$ cat config.mk
export PLATFORM = sky130hd
export DESIGN_NAME = vga_timing_generator
export DESIGN_NICKNAME = d
export VERILOG_FILES = /design/src/rtl/vga_timing_generator.sv
export SDC_FILE = /design/constraint.sdc
export NUM_CORES = 1
export LEC_CHECK = 0
export CORE_MARGIN = 1.5
export CORE_UTILIZATION = 54
export CTS_CLUSTER_DIAMETER = 100
export DETAILED_ROUTE_END_ITERATION = 10
export PLACE_DENSITY = 0.85
export SYNTH_ARGS = -nofsm -noshare
export SYNTH_HDL_FRONTEND = slang
export SYNTH_SLANG_ARGS = --single-unit
$ cat constraint.sdc
create_clock -name CLK_IN -period 2.55 [get_ports CLK_IN]
set_input_delay 0.3825 -clock CLK_IN [delete_from_list [all_inputs] [get_ports CLK_IN]]
set_output_delay 0.3825 -clock CLK_IN [all_outputs]
set_load 0.005 [all_outputs]
$ cat src/rtl/vga_timing_generator.sv
// 640x480@60 VGA raster timing: pixel strobe, x/y counters, syncs and blanking.
// Define VGA_TIMING_LOOKAHEAD_EN to delay HSYNC/VSYNC/VIDEO_ON by one pixel.
module vga_timing_generator #(
  parameter int H_VISIBLE = 640,
  parameter int H_FRONT   = 16,
  parameter int H_SYNC    = 96,
  parameter int H_BACK    = 48,
  parameter int V_VISIBLE = 480,
  parameter int V_FRONT   = 10,
  parameter int V_SYNC    = 2,
  parameter int V_BACK    = 33,
  parameter int CLK_DIV   = 2
) (
  input  logic       CLK_IN,
  input  logic       RST_N,
  output logic [9:0] x,
  output logic [9:0] y,
  output logic       HSYNC,
  output logic       VSYNC,
  output logic       VIDEO_ON,
  output logic       PIXEL_TICK,
  output logic       FRAME_START
);

  localparam int H_TOTAL = H_VISIBLE + H_FRONT + H_SYNC + H_BACK;
  localparam int V_TOTAL = V_VISIBLE + V_FRONT + V_SYNC + V_BACK;
  localparam int DIV_W   = (CLK_DIV > 1) ? $clog2(CLK_DIV) : 1;

  localparam logic [DIV_W-1:0] DIV_LAST = DIV_W'(CLK_DIV - 1);
  localparam logic [9:0] H_LAST   = 10'(H_TOTAL - 1);
  localparam logic [9:0] V_LAST   = 10'(V_TOTAL - 1);
  localparam logic [9:0] H_VIS    = 10'(H_VISIBLE);
  localparam logic [9:0] V_VIS    = 10'(V_VISIBLE);
  localparam logic [9:0] HS_START = 10'(H_VISIBLE + H_FRONT);
  localparam logic [9:0] HS_END   = 10'(H_VISIBLE + H_FRONT + H_SYNC);
  localparam logic [9:0] VS_START = 10'(V_VISIBLE + V_FRONT);
  localparam logic [9:0] VS_END   = 10'(V_VISIBLE + V_FRONT + V_SYNC);

  logic [DIV_W-1:0] div;
  logic             tick;
  logic [9:0]       h_nxt, v_nxt;
  logic             hs_nxt, vs_nxt, vo_nxt;

  assign tick = (div == DIV_LAST);

  // Outputs are derived from the post-tick counter values so they line up with x/y.
  always_comb begin
    h_nxt = x + 10'd1;
    v_nxt = y;
    if (x == H_LAST) begin
      h_nxt = 10'd0;
      v_nxt = (y == V_LAST) ? 10'd0 : y + 10'd1;
    end
    hs_nxt = !((h_nxt >= HS_START) && (h_nxt < HS_END));
    vs_nxt = !((v_nxt >= VS_START) && (v_nxt < VS_END));
    vo_nxt = (h_nxt < H_VIS) && (v_nxt < V_VIS);
  end

  always_ff @(posedge CLK_IN or negedge RST_N) begin
    if (!RST_N) begin
      div         <= '0;
      x           <= H_LAST;
      y           <= V_LAST;
      PIXEL_TICK  <= 1'b0;
      FRAME_START <= 1'b0;
    end else begin
      div         <= tick ? '0 : div + DIV_W'(1);
      PIXEL_TICK  <= tick;
      FRAME_START <= tick && (h_nxt == 10'd0) && (v_nxt == 10'd0);
      if (tick) begin
        x <= h_nxt;
        y <= v_nxt;
      end
    end
  end

`ifdef VGA_TIMING_LOOKAHEAD_EN
  // Extra stage absorbs the one-pixel memory read latency downstream.
  logic hs_d1, vs_d1, vo_d1;

  always_ff @(posedge CLK_IN or negedge RST_N) begin
    if (!RST_N) begin
      hs_d1    <= 1'b1;
      vs_d1    <= 1'b1;
      vo_d1    <= 1'b0;
      HSYNC    <= 1'b1;
      VSYNC    <= 1'b1;
      VIDEO_ON <= 1'b0;
    end else if (tick) begin
      hs_d1    <= hs_nxt;
      vs_d1    <= vs_nxt;
      vo_d1    <= vo_nxt;
      HSYNC    <= hs_d1;
      VSYNC    <= vs_d1;
      VIDEO_ON <= vo_d1;
    end
  end
`else
  always_ff @(posedge CLK_IN or negedge RST_N) begin
    if (!RST_N) begin
      HSYNC    <= 1'b1;
      VSYNC    <= 1'b1;
      VIDEO_ON <= 1'b0;
    end else if (tick) begin
      HSYNC    <= hs_nxt;
      VSYNC    <= vs_nxt;
      VIDEO_ON <= vo_nxt;
    end
  end
`endif

endmodule

==> results.py, run 1 <==
metrics = {
    "worst_setup_path": {
        "start_kind": "register",
        "rr_startpoint": "x[0]",
        "crit_slowest_cell": "dfstp_2",
        "max_stage_delay_ns": 0.62,
        "critPathMaxFanout": 6,
        "crit_path_end_kind": "register",
        "cp.required_ns": 2.75,
        "crit_arrival_ns": 2.52,
        "critPathKind": "reg2reg",
        "worstPathCellList": "ha_1 > nand4_2 > nor4_2 > buf_4 > nand2_1 > xnor2_1 > nor4_1 > o32ai_1",
        "worstSetupStartpoint": "x[0]",
    },
    "grt": {
        "first_global_vias": 1368,
        "antenna_found_initial": 0,
        "grt_first_pass_wirelength_um": 6400,
        "grt_usage_pct": 22.4,
        "overflow": 0,
        "gr-usage-met2_pct": 35.6,
        "grt_use_met3_pct": 2.94,
        "grtUsageMet1_pct": 31.9,
        "grt_max_degree": 27,
        "grt_busiest_layer": "met2",
    },
    "cells_and_area": {
        "final_common_cell": "clkdlybuf4s50_1",
        "antenna_cells": 0,
        "syn2layout_area_growth_pct": 15.1,
        "layout.nets": 235,
        "mostFrequentLayoutCells": "clkdlybuf4s50_1, nor2_1, nand3_1, nand2_1",
        "drive_gt1_share_pct": 15.8,
        "nFillCells": 316,
    },
    "timing": {
        "slew_viol_final": 0,
        "tns_ns": 0,
        "setup_violations": 0,
        "rsz0062_at_grt": "no",
        "final.setup_skew_ns": 0.00916,
        "tightest_slew_ns": 0.558,
        "max_freq_ghz": 0.430,
        "min_period_over_period_pct": 91.1,
        "finalHoldViolCount": 0,
        "slew_headroom_pct": 62.8,
        "period_minus_slack_ns": 2.32,
        "setup_slack_ns": 0.226,
    },
    "power_and_ir_drop": {
        "vdd_drop_max_mv": 0.162,
        "powerDensity_nw_per_um2": 289,
        "power.leakage_nw": 0.777,
    },
    "logic_synthesis": {
        "avgSynthCellArea_um2": 8.84,
        "ys_ff_latch": 26,
        "yosysWarnings": 0,
        "synth.cell_area_um2": 1840,
        "seq_area_frac_synth_pct": 36.2,
        "postSynthCellCount": 208,
        "synth_cell_types": 58,
        "synth_nets": 214,
    },
    "routing": {
        "detail-route-antenna-nets": 0,
        "num_vias": 1637,
        "vias_per_cell": 5.97,
        "drt_iter0_markers": 94,
        "wl_per_cell_um": 14.5,
        "drt_pre_antenna_iters": 4,
        "drc": 0,
        "routed_wl_um": 3960,
    },
    "placement": {
        "numPortBuffers": 26,
        "place_congestion": 0.933,
        "dpl.hpwl_um": 2890,
        "place_ws_ns": 0.265,
    },
    "min_path": {
        "min_path_type": "in2async",
    },
    "floorplan": {
        "pin_count": 27,
        "core_um2": 3310,
        "dieArea_um2": 3770,
        "die_h_um": 61.4,
        "die_w_um": 61.4,
        "rows": 21,
        "initial_core_util_pct": 55.6,
    },
    "clock_network": {
        "path_clk_slew_ns": 0.15,
        "cts_buffers": 3,
        "htree_levels": 1,
        "cts_setup_buffers": 0,
        "clockBufferDepth": 2,
        "root_buffer": "clkbuf_4",
        "clkSinkCount": 26,
        "postCtsHoldBufs": 0,
        "cts_tree": "done",
        "cts_resized": 0,
        "clk_latency_ns": 0.33,
    },
    "run_status": {
        "status": "completed",
    },
    "flow_run": {
        "cap_violations": 0,
    },
}
-- cell usage after synthesis, drive strengths merged --
| library cell | n | area, µm² |
|---|---|---|
| o211a | 1 | 10.0 |
| nand3 | 16 | 80.1 |
| xor2 | 1 | 8.76 |
| nor3 | 4 | 20.0 |
| dfrtp | 14 | 350 |
| o22a | 1 | 8.76 |
| nand2 | 17 | 66.3 |
| ha | 4 | 50.1 |
| a221o | 1 | 10.0 |
| o31ai | 6 | 45.0 |
| xnor2 | 12 | 105 |
| nor2b | 2 | 12.5 |
| inv | 8 | 30.0 |
| nor4 | 4 | 31.3 |
| o2111ai | 2 | 17.5 |
| nand3b | 1 | 7.51 |
| o21ai | 15 | 75.1 |
| or4 | 1 | 11.3 |
| and2 | 1 | 6.26 |
| a21o | 3 | 23.8 |
| a311oi | 1 | 8.76 |
| a41oi | 2 | 17.5 |
| a31oi | 3 | 18.8 |
| buf | 13 | 96.3 |
| and4b | 1 | 10.0 |
| nor2 | 18 | 75.1 |
| dfstp | 12 | 315 |
| and4 | 5 | 46.3 |
| nor4bb | 1 | 10.0 |
| and3 | 4 | 26.3 |
| o21bai | 1 | 7.51 |
| a2111oi | 1 | 8.76 |
| nand4 | 4 | 31.3 |
| mux2i | 1 | 10.0 |
| o32ai | 1 | 8.76 |
| a311o | 2 | 21.3 |
| o21a | 1 | 7.51 |
| a21oi | 9 | 45.0 |
| clkbuf | 5 | 30.0 |
| a211oi | 3 | 22.5 |
| or2 | 1 | 6.26 |
| o211ai | 2 | 15.0 |
| a32oi | 1 | 8.76 |
| mux2 | 2 | 22.5 |
-- where the power goes --
group,internal [W],switching [W]
Combinational,0.00000235,0.00000777
Sequential,0.000414,0
Clock,0.0000614,0.000126
Total,0.000477,0.000134
-- layout make-up --
| cell class | count | area (µm²) | share of cell area [%] |
|---|---|---|---|
| Timing Repair Buffer | 34 | 320 | 15.1 |
| Tap cell | 46 | 57.6 | 2.72 |
| Clock buffer | 4 | 26.3 | 1.24 |
| Multi-Input combinational cell | 156 | 1020 | 48.0 |
| Inverter | 8 | 30.0 | 1.42 |
| Sequential cell | 26 | 666 | 31.4 |
-- critical path: cells and delay by family, from the launching register on --
| kind | cells | cell delay [ns] |
|---|---|---|
| fa+ha+maj | 1 | 0.20 |
| simple gates | 4 | 0.90 |
| buf+inv | 1 | 0.20 |
| flops | 1 | 0.62 |
| xor+xnor | 1 | 0.14 |
| compound gates | 1 | 0.14 |
-- worst paths after layout --
check,endpoint,slack [ns],depth (start not counted)
setup / recovery,VIDEO_ON,0.23,8
hold / removal,PIXEL_TICK,0.40,2
setup reg to reg,VIDEO_ON,0.23,8
hold reg to reg,VSYNC,0.50,2
max in group asynchronous,y[3],1.85,2
min in group CLK_IN,VSYNC,0.50,2
-- metrics by stage --
step                      area, µm²  hold WS [ns]  utilization, %  power (W)  cells
after floorplan                1840        0.0869               -   0.000420    208
after global placement         2090         0.483            63.2   0.000431    270
after detailed placement       2090         0.490            63.2   0.000431    270
after CTS                      2120         0.413            63.9   0.000615    274
after global routing           2120         0.423            63.9   0.000636    274
final                          2120         0.401            63.9   0.000611    274
-- registers in the layout, indices dropped and copies added (netlist names) --
register and cells:
x 10, y 10, FRAME_START 1, HSYNC 1
PIXEL_TICK 1, VIDEO_ON 1, VSYNC 1, div 1
-- logic make-up (layout without fill, tap and decap cells) --
group	count (synthesis)	in the layout	synth area share [%]
xor gates and xnor gates	13	13	6.19
muxes	3	3	1.77
DFF	26	26	36.2
buffers and inverters	26	46	8.50
AOI/OAI and AO/OA	56	56	20.7
and+or+nand+nor	80	80	23.9
adders and majority gates	4	4	2.72
-- routing by layer --
layer  part of all wire [%]  wire length, µm
met1                     46             1830
met2                     47             1870
met3                    5.0              197
met4                    1.5               61
met5                      0                0
Note: power is estimated with default switching activity, not from simulation.
==> run 2, diff against run 1 <==
- ABC_AREA: not set -> 1
- CORE_UTILIZATION: 54 -> 34
- PLACE_DENSITY: 0.85 -> 0.61
==> results.py, run 2 <==
metrics = {
    "run_status": {
        "status": "completed",
    },
    "clock_network": {
        "cts_resized": 0,
        "cts_buffers": 3,
        "cts_tree": "done",
        "root_buffer": "clkbuf_8",
        "clk_latency_ns": 0.28,
        "path_clk_slew_ns": 0.10,
        "clockBufferDepth": 2,
        "clkSinkCount": 26,
        "postCtsHoldBufs": 0,
        "cts_setup_buffers": 0,
        "htree_levels": 1,
    },
    "routing": {
        "vias_per_cell": 4.71,
        "routed_wl_um": 4430,
        "num_vias": 1680,
        "detail-route-antenna-nets": 0,
        "drc": 0,
        "drt_iter0_markers": 100,
        "wl_per_cell_um": 12.4,
        "drt_pre_antenna_iters": 4,
    },
    "logic_synthesis": {
        "synth.largest_area_cell": "dfrtp_1",
        "synth-edff-count": 0,
        "yosysMostFrequentCell": "nand2_1",
        "synth_top_area_share_pct": 20.1,
        "ys_ff_latch": 26,
        "synth_nets": 268,
        "synthTopCellsByArea": "dfrtp_1, nand2_1, dfstp_2, inv_1, nor2_1",
        "synth_commonest_cells": "nand2_1, inv_1, nor2_1",
        "synth_flop_cell": "dfrtp_1",
        "avgSynthCellArea_um2": 6.65,
        "synth.cell_area_um2": 1740,
        "yosysWarnings": 0,
        "async_reset_ff_share_pct": 100,
        "seq_area_frac_synth_pct": 38.2,
        "synth_cell_types": 23,
        "postSynthCellCount": 262,
    },
    "placement": {
        "numPortBuffers": 26,
        "place_congestion": 0.992,
        "dpl.hpwl_um": 3290,
    },
    "power_and_ir_drop": {
        "sw_frac_of_total_pct": 20.5,
        "p_sw_w": 0.000161,
        "pwr-share-comb_pct": 1.3,
        "pwr-share-clk_pct": 46.2,
        "vdd_drop_max_mv": 0.159,
        "p_int_w": 0.000626,
        "p_seq_share_pct": 52.5,
        "powerDensity_nw_per_um2": 364,
        "power.leakage_nw": 1.05,
    },
    "cells_and_area": {
        "syn2layout_area_growth_pct": 24.0,
        "top_regs": "x x10, y x10",
        "drive_gt1_share_pct": 8.62,
        "final_common_cell": "nand2_1",
        "layout.nets": 297,
        "antenna_cells": 0,
        "mostFrequentLayoutCells": "nand2_1, inv_1, nor2_1",
    },
    "timing": {
        "finalHoldViolCount": 0,
        "fin_hold_ws_ns": 0.464,
        "slew_headroom_pct": 66.5,
        "period_minus_slack_ns": 2.09,
        "tightest_slew_ns": 0.503,
        "slew_viol_final": 0,
        "tns_ns": 0,
        "max_freq_ghz": 0.478,
        "setup_violations": 0,
        "final.setup_skew_ns": 0.000934,
        "min_period_over_period_pct": 82.0,
        "rsz0062_at_grt": "no",
    },
    "worst_setup_path": {
        "critPathKind": "reg2reg",
        "crit_arrival_ns": 2.27,
        "cp.required_ns": 2.73,
        "critPathMaxFanout": 9,
        "crit_path_end_kind": "register",
        "start_kind": "register",
    },
    "grt": {
        "antenna_found_initial": 0,
        "overflow": 0,
        "first_global_vias": 1550,
        "grt_max_degree": 27,
        "grt_first_pass_wirelength_um": 7560,
        "grt_usage_pct": 17.7,
    },
    "floorplan": {
        "dieArea_um2": 5560,
        "core_um2": 4820,
        "pin_count": 27,
        "die_h_um": 74.6,
        "initial_core_util_pct": 36.2,
        "rows": 25,
        "die_w_um": 74.6,
    },
    "flow_run": {
        "cap_violations": 0,
    },
    "min_path": {
        "min_path_type": "in2async",
    },
}
## run 2: cell count changes after synthesis, moves of 4 or more
cell	change
nor2_1	+13
a21oi_1	-7
o21ai_0	+4
xnor2_1	-12
nand3_1	+6
o31ai_1	-6
nand2_1	+76
buf_2	-4
buf_6	-5
inv_1	+27
## run 2: routing by layer
metal  global-route usage (%)  share of wire [%]
met1                     27.1                 51
met2                     26.2                 43
met3                     2.17                3.9
met4                     4.85                1.3
met5                        0                  0
## run 2: area by class of cell
cell class,count,area (µm²)
fillers,504,2660
clock buffers,3,41.3
inverters,35,131
well taps,67,83.8
multi-input cells,196,926
flip-flops and latches,26,666
repair buffers,29,283
clock inverters,1,30.0
## run 2: final timing paths
kind,start,slack (ns),endpoint,cells past startpoint
setup / recovery,x[0],0.46,VIDEO_ON,10
hold / removal,RST_N,0.46,x[6],2
setup reg to reg,x[0],0.46,VIDEO_ON,10
hold reg to reg,VIDEO_ON,0.50,VIDEO_ON,2
max in group asynchronous,RST_N,1.79,y[3],2
min in group CLK_IN,VIDEO_ON,0.50,VIDEO_ON,2
## run 2: cells by family (layout without fill, tap and decap cells)
logic type,count (synthesis),count (layout),synth area share [%]
and+or+nand+nor,162,162,40.2
buffers and inverters,40,68,8.69
AOI/OAI and AO/OA,26,26,8.04
DFF,26,26,38.2
adders and majority gates,4,4,2.87
xor gates and xnor gates,4,4,2.01
## run 2: worst max-delay path: stages (launching register included)
cell	delay (ns)
dfstp_2	0.59
ha_1	0.23
nand4_1	0.20
nor2_4	0.29
nand2_1	0.14
o21ai_1	0.13
nand2_1	0.10
nor2_1	0.10
nand2_1	0.08
nand3_1	0.07
nand2_1	0.05
## run 2: per-stage QoR
| step | utilization, % | setup slack (ns) | power, W | cell area, µm² | instances |
|---|---|---|---|---|---|
| after detailed placement | 43.4 | 0.477 | 0.000432 | 2090 | 353 |
| final | 44.9 | 0.459 | 0.000787 | 2160 | 357 |
| after global placement | 43.4 | 0.501 | 0.000432 | 2090 | 353 |
| after CTS | 44.9 | 0.451 | 0.000792 | 2160 | 357 |
| after global routing | 44.9 | 0.273 | 0.000808 | 2160 | 357 |
| after floorplan | - | 0.750 | 0.000420 | 1740 | 262 |
## run 2: power groups by stage
| stage | registers, W | logic [W] | clock network (W) |
|---|---|---|---|
| floorplan | 0.000420 | 0.000000000606 | 0 |
| global placement | 0.000420 | 0.0000113 | 0 |
| detailed placement | 0.000420 | 0.0000114 | 0 |
| finish | 0.000413 | 0.0000104 | 0.000363 |
| global route | 0.000413 | 0.0000127 | 0.000382 |
| CTS | 0.000413 | 0.0000113 | 0.000367 |
